[config.mk]
export PLATFORM = sky130hd
export DESIGN_NAME = jstk_spi_responder
export DESIGN_NICKNAME = d
export VERILOG_FILES = /design/src/rtl/pong_pkg.sv /design/src/rtl/sync_edge_detect.sv /design/src/rtl/jstk_spi_responder.sv
export SDC_FILE = /design/constraint.sdc
export NUM_CORES = 1
export LEC_CHECK = 0
export ABC_AREA = 1
export CAP_MARGIN = 20
export CORE_UTILIZATION = 51
export CTS_CLUSTER_SIZE = 28
export DETAILED_ROUTE_END_ITERATION = 10
export PLACE_DENSITY_LB_ADDON = 0.15
export SLEW_MARGIN = 20
export SYNTH_ARGS = -nofsm -noshare
export SYNTH_HDL_FRONTEND = slang
export SYNTH_SLANG_ARGS = --single-unit
[constraint.sdc]
create_clock -name clk50M -period 2.97 [get_ports clk50M]
set_input_delay 0.297 -clock clk50M [delete_from_list [all_inputs] [get_ports clk50M]]
set_output_delay 0.297 -clock clk50M [all_outputs]
set_load 0.02 [all_outputs]
[src/rtl/pong_pkg.sv]
// pong_pkg: shared constants, state type and reply-byte helper for the pong joystick link
//   JSTK_FRAME_BYTES  bytes in one joystick SPI frame
//   JSTK_LED_CMD_BIT  command-byte bit that enables the LED update
//   JSTK_XY_BITS      width of the X/Y positions
//   jstk_state_t      responder FSM states
//   jstk_tx_byte      reply byte for a given frame index
package pong_pkg;
    localparam int JSTK_FRAME_BYTES = 5;
    localparam int JSTK_LED_CMD_BIT = 7;
    localparam int JSTK_XY_BITS = 10;

    typedef enum logic [1:0] {WAIT_IDLE, IDLE, SHIFT} jstk_state_t;

    // Indices at or past the frame length read as zero so overlong frames clock out 00.
    function automatic logic [7:0] jstk_tx_byte(
        input logic [2:0] idx,
        input int frame_bytes,
        input logic [JSTK_XY_BITS-1:0] x,
        input logic [JSTK_XY_BITS-1:0] y,
        input logic [2:0] b
    );
        if (int'(idx) >= frame_bytes)
            return 8'h00;
        return idx == 3'd0 ? x[7:0] :
               idx == 3'd1 ? {6'b0, x[9:8]} :
               idx == 3'd2 ? y[7:0] :
               idx == 3'd3 ? {6'b0, y[9:8]} :
               idx == 3'd4 ? {5'b0, b} : 8'h00;
    endfunction
endpackage

[src/rtl/sync_edge_detect.sv]
// sync_edge_detect: multi-stage synchronizer with one-cycle rise/fall strobes
//   clk50M  system clock
//   reset   asynchronous, active-high
//   din     asynchronous input pin
//   sync    synchronized level
//   rise    one-cycle strobe on a synchronized 0->1
//   fall    one-cycle strobe on a synchronized 1->0
module sync_edge_detect #(
    parameter int SYNC_STAGES = 2
) (
    input  logic clk50M,
    input  logic reset,
    input  logic din,
    output logic sync,
    output logic rise,
    output logic fall
);
    logic [SYNC_STAGES-1:0] chain;
    logic prev;

    always_ff @(posedge clk50M or posedge reset)
        if (reset) begin
            chain <= '0;
            prev  <= 1'b0;
        end else begin
            chain <= {chain[SYNC_STAGES-2:0], din};
            prev  <= chain[SYNC_STAGES-1];
        end

    assign sync = chain[SYNC_STAGES-1];
    assign rise = sync & ~prev;
    assign fall = ~sync & prev;
endmodule

[src/rtl/jstk_spi_responder.sv]
// jstk_spi_responder: SPI-slave emulation of the PmodJSTK joystick (mode 0, 5-byte frames)
//   clk50M, reset        system clock, asynchronous active-high reset
//   cs_n, sck, mosi      SPI pins from the master, asynchronous to clk50M
//   miso                 reply data, MSB first, registered
//   joy_x, joy_y         positions snapshotted at each cs_n fall
//   buttons              {trigger, btn2, btn1}, snapshotted with the positions
//   led                  last LED state commanded in a valid frame
//   frame_done/frame_err one-cycle pulses at the end of a valid / invalid frame
module jstk_spi_responder import pong_pkg::*; #(
    parameter int SYNC_STAGES = 2,
    parameter int FRAME_BYTES = JSTK_FRAME_BYTES
) (
    input  logic                    clk50M,
    input  logic                    reset,
    input  logic                    cs_n,
    input  logic                    sck,
    input  logic                    mosi,
    output logic                    miso,
    input  logic [JSTK_XY_BITS-1:0] joy_x,
    input  logic [JSTK_XY_BITS-1:0] joy_y,
    input  logic [2:0]              buttons,
    output logic [1:0]              led,
    output logic                    frame_done,
    output logic                    frame_err
);
    localparam logic [5:0] FRAME_BITS = 6'(8 * FRAME_BYTES);

    logic cs_s, cs_rise, cs_fall;
    logic sck_s, sck_rise, sck_fall;
    logic mosi_s, mosi_rise, mosi_fall;
    logic unused_sync;

    sync_edge_detect #(.SYNC_STAGES(SYNC_STAGES)) u_cs (
        .clk50M(clk50M), .reset(reset), .din(cs_n), .sync(cs_s), .rise(cs_rise), .fall(cs_fall));
    sync_edge_detect #(.SYNC_STAGES(SYNC_STAGES)) u_sck (
        .clk50M(clk50M), .reset(reset), .din(sck), .sync(sck_s), .rise(sck_rise), .fall(sck_fall));
    sync_edge_detect #(.SYNC_STAGES(SYNC_STAGES)) u_mosi (
        .clk50M(clk50M), .reset(reset), .din(mosi), .sync(mosi_s), .rise(mosi_rise), .fall(mosi_fall));

    assign unused_sync = sck_s ^ mosi_rise ^ mosi_fall;

    jstk_state_t state;
    logic [5:0] bit_cnt;
    logic [2:0] byte_cnt;
    logic [7:0] tx_sr;
    logic [6:0] rx_sr;
    logic cmd_led_en;
    logic [1:0] cmd_led;
    logic [JSTK_XY_BITS-1:0] snap_x, snap_y;
    logic [2:0] snap_b;
    logic [2:0] next_idx;
    logic [7:0] first_byte, next_byte;

    // Byte index saturates with the bit counter so a runaway frame never wraps back to byte0.
    assign next_idx   = byte_cnt == 3'd7 ? 3'd7 : byte_cnt + 3'd1;
    assign first_byte = jstk_tx_byte(3'd0, FRAME_BYTES, joy_x, joy_y, buttons);
    assign next_byte  = jstk_tx_byte(next_idx, FRAME_BYTES, snap_x, snap_y, snap_b);

    always_ff @(posedge clk50M or posedge reset)
        if (reset) begin
            state      <= WAIT_IDLE;
            bit_cnt    <= '0;
            byte_cnt   <= '0;
            tx_sr      <= '0;
            rx_sr      <= '0;
            cmd_led_en <= 1'b0;
            cmd_led    <= '0;
            snap_x     <= '0;
            snap_y     <= '0;
            snap_b     <= '0;
            miso       <= 1'b0;
            led        <= '0;
            frame_done <= 1'b0;
            frame_err  <= 1'b0;
        end else begin
            frame_done <= 1'b0;
            frame_err  <= 1'b0;
            case (state)
                // A frame already running when reset releases is skipped until cs_n goes high.
                WAIT_IDLE: if (cs_s) state <= IDLE;
                IDLE: if (cs_fall) begin
                    snap_x   <= joy_x;
                    snap_y   <= joy_y;
                    snap_b   <= buttons;
                    tx_sr    <= first_byte;
                    miso     <= first_byte[7];
                    bit_cnt  <= '0;
                    byte_cnt <= '0;
                    state    <= SHIFT;
                end
                SHIFT:
                    // cs_n rise wins over an sck strobe in the same cycle; that sck edge is dropped.
                    if (cs_rise) begin
                        state <= IDLE;
                        miso  <= 1'b0;
                        if (bit_cnt == FRAME_BITS) begin
                            frame_done <= 1'b1;
                            if (cmd_led_en) led <= cmd_led;
                        end else
                            frame_err <= 1'b1;
                    end else if (sck_rise) begin
                        rx_sr   <= {rx_sr[5:0], mosi_s};
                        bit_cnt <= bit_cnt == 6'd63 ? 6'd63 : bit_cnt + 6'd1;
                        // The eighth bit completes the command byte.
                        if (bit_cnt == 6'd7) begin
                            cmd_led_en <= rx_sr[JSTK_LED_CMD_BIT-1];
                            cmd_led    <= {rx_sr[0], mosi_s};
                        end
                    end else if (sck_fall) begin
                        if (bit_cnt[2:0] != 3'd0) begin
                            tx_sr <= {tx_sr[6:0], 1'b0};
                            miso  <= tx_sr[6];
                        end else begin
                            tx_sr    <= next_byte;
                            miso     <= next_byte[7];
                            byte_cnt <= next_idx;
                        end
                    end
                default: state <= WAIT_IDLE;
            endcase
        end
endmodule

==> metrics.md <==
| Metric | Value |
|---|---|
| Status | finished clean |
| Antenna diode count | 0 |
| Slew of the pin with the lowest slew margin | 0.582 ns |
| Initial antenna violation count | 0 |
| Clock tree root buffer cell | clkbuf_8 |
| Post-synthesis share of cell area spent on and, or, nand and nor gates | ~22% |
| H-tree levels | 3 |
| Synthesized-area fraction occupied by xor and xnor cells | 0% |
| Average size of a mapped cell | roughly 9.2 µm² |
| Number of violations reported at the end of detailed-routing iteration 0 | 150 |
| Post-DRT Antenna Nets | 0 |
| Number of rows in the core area | 27 |
| Ratio of cells with drive above 1 in the final layout | 15.5% |
| Total of max-cap violations | 0 |
| Number of buffers added on ports | 32 |
| DIE WIDTH | between 70 and 80 µm |
| Starting density of the core | between 50% and 60% |
| Detailed-route wire length | roughly 6 mm |
| Number of cells produced by synthesis | 330 |
| Overflow left after global routing | 0 |
| Largest stage delay on the critical path | slightly above 0.5 ns |
| Total placed instance area | between 3000 and 4000 µm² |
| Flop and latch count out of synthesis | 64 |
| Multiplexer fraction of the synthesized cell area | under 10% |
| Compound-cell area share of the yosys netlist | 10.6% |
| Area enclosed by the die boundary | 6240 µm² |
| Max FO, Critical Path | 8 |
| Power per Cell Area | 800 nW/µm² |
| Worst relative slew slack | 60.8% |
| Largest family of logic cells by synthesized area | simple AND/OR/NAND/NOR gates |
| Post-route minimum period | between 1.5 and 2 ns |
| Maximum VDD drop | 0.000423 V |
| Quantity of hold-fixing buffers added after cts | 0 |
| Final count of hold timing violations | 0 |
| GRT Overall Usage | between 20% and 30% |
| Crit path required time | around 3.2 ns |
| Final worst path period share | 65.2% |
| Skew-Pair Late Insertion Delay | 0.35 ns |
| Via count of the first global-routing pass | 2273 |
| Number of warnings printed during yosys synthesis | 0 |
| Fraction of the mapped netlist area in adder cells | 2.07% |
| Endpoint kind of the worst setup timing path | flip-flop |
| Mapped Nets | 363 |
| Final setup skew | roughly 0.0058 ns |
| Highest clock frequency the design can meet | 0.516 GHz |
| Deepest clock path buffer count | 2 |
| Finished layout cell area | 3600 µm² |
| Routed wire per std cell | 13.4 µm |
| Clk pin slew, worst setup/hold paths | 0.07 ns |
| Dpl hpwl | 4.23 mm |
| Top-level I/O count | 33 |
| Number of fillers in the final layout | 503 |
| TritonCTS clock tree | yes |
| Worst endpoint data arrival time | around 2.2 ns |
| Drt via density | a little over 5 |
| Maximum number of pins on one net before global-route repair | 35 |
| Critical setup path kind | flip-flop to flip-flop |
| Clock sinks | 64 |
| Post-synthesis sequential area ratio | 53.0% |
| Final weighted congestion of routability-driven global placement | 0.862 |
| Area of the mapped netlist | 3020 µm² |
| Worst path slowest cell | dfrtp_1 |
| Die Ht | 79.0 µm |
| Most numerous cell on the critical path | nand2_1 |
| Buffer count from post-CTS setup fixing | 0 |
| Number of cells upsized or downsized after cts | 0 |
| DRC violation count after routing | 0 |
| Core ar. | 5610 µm² |
| Cells along the critical path | inv_1 > ha_1 > inv_1 > nand3_2 > nor2_1 > nand2_1 > nand2_1 > nand2_1 > nand2_1 > nand2_1 > a21oi_1 |
| Overall via count from detail_route | 2319 |
| Number of library cell types mapped by synthesis | 31 |
| Final setup violation count | 0 |
| Hold Path Class | primary input to asynchronous set/reset pin |
| Total clock buffers created by CTS | 9 |
| Growth of design area from synthesis to finish | 19.2% |
| Net total in the final layout | 403 |
| Final Slew Violations | 0 |
| Number of search-and-repair iterations in the first detailed-routing pass | 4 |
| Leakage power | 0.00166 µW |
| Total negative slack | 0 ns |
| Worst setup SP type | flip-flop |
| Wire length of the first global-routing pass | around 10 mm |
| Setup repair after global routing missed its margin | false |
-- cell type report --
type,instances,area (µm²),share of cell area [%]
inverter,40,153,4.24
clock inverter,7,72.6,2.01
timing repair buffer,34,335,9.31
multi-input combinational,221,1230,34.0
tap,72,90.1,2.50
sequential,64,1600,44.5
clock buffer,9,124,3.44
-- cell usage in the layout (no fill, tap or decap), types with 3 or more instances in the layout --
cell and count:
inv_2 5, a21oi_1 15, o21ai_1 10, clkdlybuf4s50_1 32
o31ai_1 3, o21ai_0 17, o22ai_1 4, nand3_1 10
nand2_2 9, nor2_1 27, ha_1 5, mux2_2 12
mux2_1 4, inv_1 32, nor4_1 4, nand2_1 78
a211oi_1 6, dfrtp_1 64, clkbuf_8 9, nor2_4 4
nand4_1 3, clkinv_2 4
-- path summary, 6_finish.rpt --
check | to | slack (ns) | cells past startpoint | startpoint
max | tx_sr[0]$_DFFE_PP0P_ | 1.03 | 11 | byte_cnt[0]$_DFFE_PP0P_
min | bit_cnt[2]$_DFFE_PP0P_ | 0.29 | 2 | reset
max reg2reg | tx_sr[0]$_DFFE_PP0P_ | 1.03 | 11 | byte_cnt[0]$_DFFE_PP0P_
min reg2reg | u_sck.chain[1]$_DFF_PP0_ | 0.35 | 0 | u_sck.chain[0]$_DFF_PP0_
max in group asynchronous | cmd_led[1]$_DFFE_PP0P_ | 2.02 | 3 | reset
min in group clk50M | u_sck.chain[1]$_DFF_PP0_ | 0.35 | 0 | u_sck.chain[0]$_DFF_PP0_
-- report_power, final --
| group | switching (µW) | internal (µW) |
|---|---|---|
| registers | 176 | 1130 |
| logic | 492 | 347 |
| clock network | 353 | 386 |
-- layer usage --
layer	part of all wire [%]	vias to the layer above	global-route usage, %	wire, µm
met5	0	-	0	0
li1	-	1158	-	-
met3	5.8	9	7.59	346
met4	1.2	0	7.45	72
met2	49	55	34.1	2900
met1	44	1097	27.7	2660
-- worst max-delay path, delay by kind of cell, from the launching register on --
kind | cells | cell delay [ns]
AND/OR/NAND/NOR | 7 | 0.65
AO/OA/AOI/OAI | 1 | 0.11
buffers and inverters | 2 | 0.26
flip-flops | 1 | 0.51
adder cells (fa/ha/maj) | 1 | 0.34
-- Yosys cell counts, drive strengths merged --
| library cell | count | area (µm²) |
|---|---|---|
| mux2 | 16 | 180 |
| a211oi | 6 | 45.0 |
| nand3 | 12 | 70.1 |
| o22ai | 4 | 25.0 |
| a32o | 1 | 10.0 |
| o31ai | 3 | 22.5 |
| a21oi | 15 | 75.1 |
| o21ai | 27 | 135 |
| nor2 | 33 | 159 |
| clkbuf | 1 | 3.75 |
| buf | 4 | 38.8 |
| nand2 | 89 | 372 |
| dfrtp | 64 | 1600 |
| or2 | 1 | 6.26 |
| ha | 5 | 62.6 |
| a22oi | 1 | 7.51 |
| nand4 | 4 | 31.3 |
| inv | 37 | 139 |
| clkinv | 3 | 13.8 |
| nor4 | 4 | 25.0 |
-- kinds of logic (layout without fill, tap and decap cells) --
kind of cell | Yosys count | after routing
DFF | 64 | 64
adders and majority gates | 5 | 5
buffers and inverters | 45 | 90
AOI/OAI and AO/OA | 57 | 57
and+or+nand+nor | 143 | 143
muxes | 16 | 16
-- through the flow --
step	total power [µW]	setup WS [ns]	hold WS, ns	utilization, %	std cells
finish	2880	1.03	0.287	64.2	447
global route	3090	0.841	0.340	64.2	447
CTS	2910	1.06	0.296	64.2	447
detailed placement	2150	1.12	0.337	60.7	431
global placement	2120	1.21	0.332	60.7	431
floorplan	1920	1.07	0.328	-	330
-- registers in the layout, indices dropped and copies added, names as in the netlist --
register      count
u_cs.chain        2
snap_b            3
snap_y           10
tx_sr             7
cmd_led_en        1
byte_cnt          3
u_mosi.chain      2
led               2
u_cs.prev         1
bit_cnt           6
cmd_led           2
miso              1
frame_err         1
u_sck.chain       2
frame_done        1
rx_sr             7
u_sck.prev        1
snap_x           10
state             2
(Power assumes the default switching activity.)
